File: src/rtl/ir_pkg.sv
// Shared NEC IR definitions: FSM states, protocol durations in units, and the unit-length formula.
// Used by the encoder and by the matching decoder.
`timescale 1ns/1ps
package ir_pkg;

    typedef enum logic [2:0] {
        IR_IDLE,
        IR_LEAD_MARK,
        IR_LEAD_SPACE,
        IR_BIT_MARK,
        IR_BIT_SPACE,
        IR_STOP_MARK,
        IR_GAP
    } ir_state_e;

    localparam int LEAD_MARK_UNITS  = 16;
    localparam int LEAD_SPACE_UNITS = 8;
    localparam int RPT_SPACE_UNITS  = 4;
    localparam int BIT_MARK_UNITS   = 1;
    localparam int ZERO_SPACE_UNITS = 1;
    localparam int ONE_SPACE_UNITS  = 3;
    localparam int STOP_MARK_UNITS  = 1;

    // One NEC unit is 562.5 us, i.e. 9/16000 s; widened so fast clocks cannot overflow.
    function automatic int unit_cycles(input int clk_hz);
        return int'((longint'(clk_hz) * 64'sd9) / 64'sd16000);
    endfunction

endpackage

File: src/rtl/ir_carrier_gen.sv
// Mark carrier: period car_cyc clocks, high for the first car_cyc/3 clocks of each period.
// restart holds the phase at zero so every mark begins with a fresh high phase.
`timescale 1ns/1ps
`ifdef IR_ENCODER_CARRIER_EN
module ir_carrier_gen #(
    parameter int car_cyc = 10
) (
    input  logic clk,
    input  logic rst,
    input  logic restart,
    output logic carrier
);
    localparam int W = (car_cyc > 1) ? $clog2(car_cyc) : 1;

    logic [W-1:0] cnt_q;

    always_ff @(posedge clk) begin
        if (rst || restart) begin
            cnt_q <= '0;
        end else if (cnt_q == W'(car_cyc - 1)) begin
            cnt_q <= '0;
        end else begin
            cnt_q <= cnt_q + W'(1);
        end
    end

    assign carrier = (cnt_q < W'(car_cyc / 3));

endmodule
`endif

File: src/rtl/ir_encoder.sv
// NEC IR frame encoder: lead mark/space, 32 data bits LSB first (or a repeat code), stop mark, idle gap.
// Macro IR_ENCODER_CARRIER_EN: marks carry a modulated carrier; otherwise ir_out is demodulated active-low.
`timescale 1ns/1ps
module ir_encoder
    import ir_pkg::*;
#(
    parameter int clk_hz     = 25000000,
    parameter int carrier_hz = 38000,
    parameter int gap_units  = 72
) (
    input  logic        clk,
    input  logic        rst,
    input  logic        valid,
    output logic        ready,
    input  logic [31:0] command,
    input  logic        rpt,
    output logic        ir_out,
    output logic        busy,
    output logic        done
);
    localparam int UNIT_CYC = unit_cycles(clk_hz);
    localparam int CW       = (UNIT_CYC > 1) ? $clog2(UNIT_CYC) : 1;
    localparam int UW       = 16;

    ir_state_e      state_q;
    logic [CW-1:0]  cyc_q;
    logic [UW-1:0]  unit_q;
    logic [4:0]     bit_q;
    logic [31:0]    cmd_q;
    logic           rpt_q;

    logic [UW-1:0]  target_units;
    logic           unit_end;
    logic           state_end;
    logic           mark;

    always_comb begin
        target_units = UW'(1);
        case (state_q)
            IR_LEAD_MARK:  target_units = UW'(LEAD_MARK_UNITS);
            IR_LEAD_SPACE: target_units = rpt_q ? UW'(RPT_SPACE_UNITS) : UW'(LEAD_SPACE_UNITS);
            IR_BIT_MARK:   target_units = UW'(BIT_MARK_UNITS);
            IR_BIT_SPACE:  target_units = cmd_q[bit_q] ? UW'(ONE_SPACE_UNITS) : UW'(ZERO_SPACE_UNITS);
            IR_STOP_MARK:  target_units = UW'(STOP_MARK_UNITS);
            IR_GAP:        target_units = UW'(gap_units);
            default:       target_units = UW'(1);
        endcase
    end

    assign unit_end  = (cyc_q == CW'(UNIT_CYC - 1));
    assign state_end = unit_end && (unit_q == target_units - UW'(1));
    assign mark      = (state_q == IR_LEAD_MARK) || (state_q == IR_BIT_MARK) ||
                       (state_q == IR_STOP_MARK);

    always_ff @(posedge clk) begin
        if (rst) begin
            state_q <= IR_IDLE;
            cyc_q   <= '0;
            unit_q  <= '0;
            bit_q   <= '0;
            cmd_q   <= '0;
            rpt_q   <= 1'b0;
        end else if (state_q == IR_IDLE) begin
            cyc_q  <= '0;
            unit_q <= '0;
            bit_q  <= '0;
            if (valid) begin
                cmd_q   <= command;
                rpt_q   <= rpt;
                state_q <= IR_LEAD_MARK;
            end
        end else if (!unit_end) begin
            cyc_q <= cyc_q + CW'(1);
        end else if (!state_end) begin
            cyc_q  <= '0;
            unit_q <= unit_q + UW'(1);
        end else begin
            cyc_q  <= '0;
            unit_q <= '0;
            case (state_q)
                IR_LEAD_MARK:  state_q <= IR_LEAD_SPACE;
                IR_LEAD_SPACE: state_q <= rpt_q ? IR_STOP_MARK : IR_BIT_MARK;
                IR_BIT_MARK:   state_q <= IR_BIT_SPACE;
                IR_BIT_SPACE: begin
                    // Bit 31 ends the payload; the index is cleared again on the next acceptance.
                    state_q <= (bit_q == 5'd31) ? IR_STOP_MARK : IR_BIT_MARK;
                    bit_q   <= bit_q + 5'd1;
                end
                IR_STOP_MARK:  state_q <= IR_GAP;
                default:       state_q <= IR_IDLE;
            endcase
        end
    end

    assign ready = (state_q == IR_IDLE);
    assign busy  = !ready;
    assign done  = (state_q == IR_STOP_MARK) && state_end;

`ifdef IR_ENCODER_CARRIER_EN
    logic carrier;

    ir_carrier_gen #(
        .car_cyc (clk_hz / carrier_hz)
    ) u_carrier (
        .clk     (clk),
        .rst     (rst),
        .restart (!mark),
        .carrier (carrier)
    );

    assign ir_out = mark && carrier;
`else
    logic [31:0] unused_carrier_hz;
    assign unused_carrier_hz = 32'(carrier_hz);

    assign ir_out = !mark;
`endif

endmodule
File: config.mk
export PLATFORM = sky130hd
export DESIGN_NAME = ir_encoder
export DESIGN_NICKNAME = d
export VERILOG_FILES = /design/src/rtl/ir_pkg.sv /design/src/rtl/ir_carrier_gen.sv /design/src/rtl/ir_encoder.sv
export SDC_FILE = /design/constraint.sdc
export NUM_CORES = 1
export LEC_CHECK = 0
export BUFFER_PORTS_ARGS = -buffer_cell sky130_fd_sc_hd__buf_2
export CAP_MARGIN = 20
export CORE_MARGIN = 1
export CORE_UTILIZATION = 37
export CTS_BUF_LIST = sky130_fd_sc_hd__clkbuf_8 sky130_fd_sc_hd__clkbuf_16
export DETAILED_ROUTE_END_ITERATION = 10
export PLACE_DENSITY = 0.58
export SYNTH_ARGS = -nofsm -noshare
export SYNTH_HDL_FRONTEND = slang
export SYNTH_HIERARCHICAL = 1
export SYNTH_SLANG_ARGS = --single-unit
File: constraint.sdc
create_clock -name clk -period 7.33 [get_ports clk]
set_input_delay 1.466 -clock clk [delete_from_list [all_inputs] [get_ports clk]]
set_output_delay 1.466 -clock clk [all_outputs]
set_load 0.01 [all_outputs]
==> impl_metrics.xml <==
<?xml version="1.0" encoding="UTF-8"?>
<metrics>
  <group name="global_route">
    <metric name="gr-usage-all-layers" unit="%">16.3</metric>
    <metric name="use_met3" unit="%">4.01</metric>
    <metric name="global_route_met1_utilization" unit="%">21.9</metric>
    <metric name="peak_usage_layer_in_the_global_routing_report" unit="">met2</metric>
    <metric name="wire_length_of_the_first_global_routing_pass" unit="um">12900</metric>
    <metric name="grt.met2_usage" unit="%">25.2</metric>
    <metric name="initial_antenna_violation_count" unit="">0</metric>
    <metric name="via_count_of_the_first_global_routing_pass" unit="">2722</metric>
    <metric name="grt.overflow.total" unit="">0</metric>
    <metric name="grt_start_max_net_pins" unit="">39</metric>
  </group>
  <group name="setup_path">
    <metric name="timing.critical_path.slowest_cell_delay" unit="ns">0.87</metric>
    <metric name="crit_required" unit="ns">5.86</metric>
    <metric name="setup.worst_path.start_class" unit="">flop</metric>
    <metric name="cpMaxStageDelayCell" unit="">sky130_fd_sc_hd__dfxtp_1</metric>
    <metric name="worst_path_most_repeated_cell" unit="">sky130_fd_sc_hd__ha_1</metric>
    <metric name="largest_delay_share_family_worst_path" unit="">simple AND/OR/NAND/NOR gates</metric>
    <metric name="crit_path_end_kind" unit="">output port</metric>
    <metric name="path_cells" unit="">mux4_2 -&gt; o22ai_1 -&gt; a211oi_1 -&gt; o21ai_0 -&gt; ha_1 -&gt; and3_2 -&gt; ha_1 -&gt; xnor2_1 -&gt; nor3_1 -&gt; nand4b_4 -&gt; nor4_1 -&gt; and4b_1 -&gt; buf_2</metric>
    <metric name="path_buf_inv" unit="">1</metric>
    <metric name="timing_worst_setup_path_type" unit="">reg2out</metric>
    <metric name="maximum_fanout_count_along_the_critical_path" unit="">16</metric>
    <metric name="critPathArrivalTime" unit="ns">4.13</metric>
  </group>
  <group name="synthesis">
    <metric name="synth_top_area_share" unit="%">40.5</metric>
    <metric name="synth_enable_flop_cells" unit="">0</metric>
    <metric name="postSynthCellCount" unit="">430</metric>
    <metric name="synthesis.area_per_instance" unit="um2">8.16</metric>
    <metric name="yosysSeqAreaShare" unit="%">40.5</metric>
    <metric name="syn_area" unit="mm2">0.00351</metric>
    <metric name="mappedNetlistNets" unit="">473</metric>
    <metric name="share_of_flip_flops_with_an_asynchronous_set_or_reset_after_synthesis" unit="%">0</metric>
    <metric name="postSynthRegisterBits" unit="">71</metric>
    <metric name="synth.top_cells.by_area" unit="">sky130_fd_sc_hd__dfxtp_1 (41%), sky130_fd_sc_hd__nand2_1 (9.7%), sky130_fd_sc_hd__a21oi_1 (6.4%), sky130_fd_sc_hd__nor2_1 (4.3%), sky130_fd_sc_hd__xor2_1 (4.2%)</metric>
    <metric name="synth_top_flop_cell" unit="">sky130_fd_sc_hd__dfxtp_1</metric>
    <metric name="ys.warnings.count" unit="">6</metric>
    <metric name="top_cell_type_by_total_area_after_synthesis" unit="">sky130_fd_sc_hd__dfxtp_1</metric>
    <metric name="netlist-cell-type-count" unit="">49</metric>
  </group>
  <group name="sta">
    <metric name="post-route-min-period" unit="ns">5.60</metric>
    <metric name="setup_viol" unit="">0</metric>
    <metric name="setup-tns-final" unit="ns">0</metric>
    <metric name="finalCritPeriodShare" unit="%">76.4</metric>
    <metric name="grt_setup_unrepaired" unit="">false</metric>
    <metric name="measured_slew_at_the_worst_slew_check_pin" unit="ns">1.04</metric>
    <metric name="slew_violations" unit="">0</metric>
    <metric name="max_slew_margin" unit="%">29.8</metric>
    <metric name="finalClockSkew" unit="ns">0.0101</metric>
    <metric name="hold_viol_final" unit="">0</metric>
    <metric name="maxClockFrequency" unit="MHz">179</metric>
    <metric name="hold-worst-slack" unit="ns">0.456</metric>
  </group>
  <group name="placement">
    <metric name="half_perimeter_wire_length_of_the_detailed_placement_result" unit="um">5220</metric>
    <metric name="io_buffers" unit="">39</metric>
    <metric name="place_congestion" unit="">0.794</metric>
  </group>
  <group name="run">
    <metric name="cap_violations" unit="">0</metric>
  </group>
  <group name="pwr">
    <metric name="clock_power_share" unit="%">42.6</metric>
    <metric name="power" unit="uW">824</metric>
    <metric name="switching_share" unit="%">23.0</metric>
    <metric name="design_internal_power" unit="uW">635</metric>
    <metric name="p_sw" unit="uW">189</metric>
    <metric name="comb_power_share" unit="%">8.0</metric>
    <metric name="cellPowerDensity" unit="mW/mm2">207</metric>
    <metric name="seq_power_share" unit="%">49.4</metric>
    <metric name="total_leakage_power" unit="uW">0.00141</metric>
    <metric name="irDropWorstVdd" unit="mV">0.102</metric>
  </group>
  <group name="clock_tree">
    <metric name="tritoncts.num_buffers" unit="">9</metric>
    <metric name="insertion_delay" unit="ns">0.35</metric>
    <metric name="post-cts-setup-buffers" unit="">0</metric>
    <metric name="post_cts_hold_buffer_count" unit="">0</metric>
    <metric name="post_cts.resized_instances" unit="">0</metric>
    <metric name="cts-root-to-sink-buffers" unit="">2</metric>
    <metric name="htree_num_levels" unit="">3</metric>
    <metric name="cts.clk_slew.worst_paths" unit="ns">0.07</metric>
    <metric name="cts.sink_count" unit="">71</metric>
    <metric name="clockRootBuffer" unit="">sky130_fd_sc_hd__clkbuf_8</metric>
    <metric name="cts_tree" unit="">built</metric>
  </group>
  <group name="detailed_routing">
    <metric name="drc" unit="">0</metric>
    <metric name="detail_route.wl_per_cell" unit="um">13.2</metric>
    <metric name="routed_wirelength" unit="um">7540</metric>
    <metric name="final_antenna_net_count" unit="">0</metric>
    <metric name="drt-initial-drc-count" unit="">152</metric>
    <metric name="avgViaCountPerCell" unit="">5.22</metric>
    <metric name="drt-pass1-iter-count" unit="">4</metric>
    <metric name="dr_total_vias" unit="">2987</metric>
  </group>
  <group name="floorplanning">
    <metric name="dieWidth" unit="um">99.4</metric>
    <metric name="design.portCount" unit="">40</metric>
    <metric name="floorplan.rows" unit="">35</metric>
    <metric name="core_region_area" unit="mm2">0.00920</metric>
    <metric name="die_y" unit="um">99.4</metric>
    <metric name="die-area" unit="mm2">0.00987</metric>
    <metric name="initial_utilization" unit="%">38.1</metric>
  </group>
  <group name="cells_and_area">
    <metric name="fillCellCount" unit="">945</metric>
    <metric name="layout-area-overhead-vs-synth" unit="%">13.5</metric>
    <metric name="drive_gt1_share" unit="%">15.4</metric>
    <metric name="nets" unit="">499</metric>
    <metric name="sequential_cell_area" unit="mm2">0.00142</metric>
    <metric name="antenna_cells_inserted" unit="">0</metric>
    <metric name="multi_input_area" unit="mm2">0.00193</metric>
    <metric name="postLayoutCoreUtil" unit="%">43.3</metric>
  </group>
  <group name="worst_hold_path">
    <metric name="worst_hold_path_type" unit="">reg2reg</metric>
  </group>
  <group name="status">
    <metric name="run_status" unit="">completed</metric>
  </group>
</metrics>
## state kept, by name, indices dropped and copies added (netlist names)
signal / count
cmd_q: 32
unit_q: 16
cyc_q: 14
bit_q: 5
state_q: 3
rpt_q: 1
## layout make-up
class | instances | share of cell area [%]
clock buffer | 11 | 3.80
clock inverter | 5 | 1.82
inverter | 8 | 0.754
multi-input combinational | 325 | 48.5
sequential | 71 | 35.7
tap | 111 | 3.49
timing repair buffer | 41 | 5.97
## path summary, 6_finish.rpt
check                 from  endpoint  slack, ns  cells after the start
hold / removal    cmd_q[1]  cmd_q[1]       0.46                      2
setup reg to reg  bit_q[0]  bit_q[3]       2.81                     13
setup / recovery  bit_q[0]      done       1.73                     13
hold reg to reg   cmd_q[1]  cmd_q[1]       0.46                      2
## power by group through the flow
stage	Combinational [uW]	Sequential (uW)	Clock [uW]
after CTS	62.3	407	364
after global placement	60.2	417	0
after global routing	74.8	409	377
final	65.9	407	351
after floorplan	46.2	411	0
after detailed placement	62.1	416	0
## Yosys cell counts (6+ instances only)
library cell,instances
sky130_fd_sc_hd__nand3_1,12
sky130_fd_sc_hd__xnor2_1,13
sky130_fd_sc_hd__dfxtp_1,71
sky130_fd_sc_hd__mux2i_1,8
sky130_fd_sc_hd__nand2_1,91
sky130_fd_sc_hd__nor3_1,7
sky130_fd_sc_hd__a21oi_1,45
sky130_fd_sc_hd__nand4_1,10
sky130_fd_sc_hd__o21ai_0,8
sky130_fd_sc_hd__inv_1,8
sky130_fd_sc_hd__xor2_1,17
sky130_fd_sc_hd__and3_1,7
sky130_fd_sc_hd__nor4_1,6
sky130_fd_sc_hd__nor2_1,40
sky130_fd_sc_hd__clkbuf_1,20
sky130_fd_sc_hd__ha_1,7
## metal layers
| metal | up-vias | wire [um] |
|---|---|---|
| li1 | 1536 | - |
| met1 | 1387 | 3780 |
| met2 | 56 | 3430 |
| met3 | 8 | 242 |
| met4 | 0 | 84 |
| met5 | - | 0 |
## cell usage in the layout (no fill, tap or decap), types with 2 or more instances in the layout
| cell type | count |
|---|---|
| sky130_fd_sc_hd__nand4_1 | 10 |
| sky130_fd_sc_hd__xnor2_1 | 13 |
| sky130_fd_sc_hd__nand2_1 | 91 |
| sky130_fd_sc_hd__o221ai_1 | 4 |
| sky130_fd_sc_hd__or2_2 | 2 |
| sky130_fd_sc_hd__nor4_1 | 6 |
| sky130_fd_sc_hd__bufinv_16 | 2 |
| sky130_fd_sc_hd__clkbuf_8 | 11 |
| sky130_fd_sc_hd__nand3_1 | 12 |
| sky130_fd_sc_hd__o22ai_1 | 3 |
| sky130_fd_sc_hd__dfxtp_1 | 71 |
| sky130_fd_sc_hd__or4_1 | 2 |
| sky130_fd_sc_hd__a21oi_1 | 45 |
| sky130_fd_sc_hd__mux4_2 | 4 |
| sky130_fd_sc_hd__nand3b_1 | 4 |
| sky130_fd_sc_hd__and3_1 | 7 |
| sky130_fd_sc_hd__nor3_1 | 7 |
| sky130_fd_sc_hd__nor2_1 | 40 |
| sky130_fd_sc_hd__mux2i_1 | 8 |
| sky130_fd_sc_hd__or3_1 | 4 |
| sky130_fd_sc_hd__o21ai_0 | 8 |
| sky130_fd_sc_hd__nand2b_1 | 4 |
| sky130_fd_sc_hd__a211oi_1 | 2 |
| sky130_fd_sc_hd__inv_1 | 10 |
| sky130_fd_sc_hd__o31ai_1 | 2 |
| sky130_fd_sc_hd__buf_2 | 39 |
| sky130_fd_sc_hd__or4_4 | 2 |
| sky130_fd_sc_hd__and2_1 | 3 |
| sky130_fd_sc_hd__or3b_2 | 2 |
| sky130_fd_sc_hd__ha_1 | 7 |
| sky130_fd_sc_hd__xor2_1 | 17 |
## tightest hold or removal path, stage by stage, from the launching register on
cell and delay (ns):
sky130_fd_sc_hd__dfxtp_1 0.31, sky130_fd_sc_hd__nand2_1 0.05, sky130_fd_sc_hd__a21oi_1 0.05
## metrics by stage
stage | area (um2) | std cells | setup slack, ns
CTS | 3940 | 570 | 1.66
finish | 3980 | 572 | 1.73
global placement | 3710 | 554 | 2.19
detailed placement | 3710 | 554 | 2.05
global route | 3980 | 572 | 1.40
floorplan | 3510 | 430 | 2.71
## kinds of logic (layout without fill, tap and decap cells)
logic type,Yosys count,in the layout,synth area share (%)
flip-flops,71,71,40.5
XOR/XNOR,30,30,7.49
buffers and inverters,34,65,4.46
multiplexers,12,12,4.85
AND/OR/NAND/NOR,206,206,28.7
adder cells (fa/ha/maj),7,7,2.50
AO/OA/AOI/OAI,70,70,11.5
Note: power is estimated with default switching activity, not from simulation.
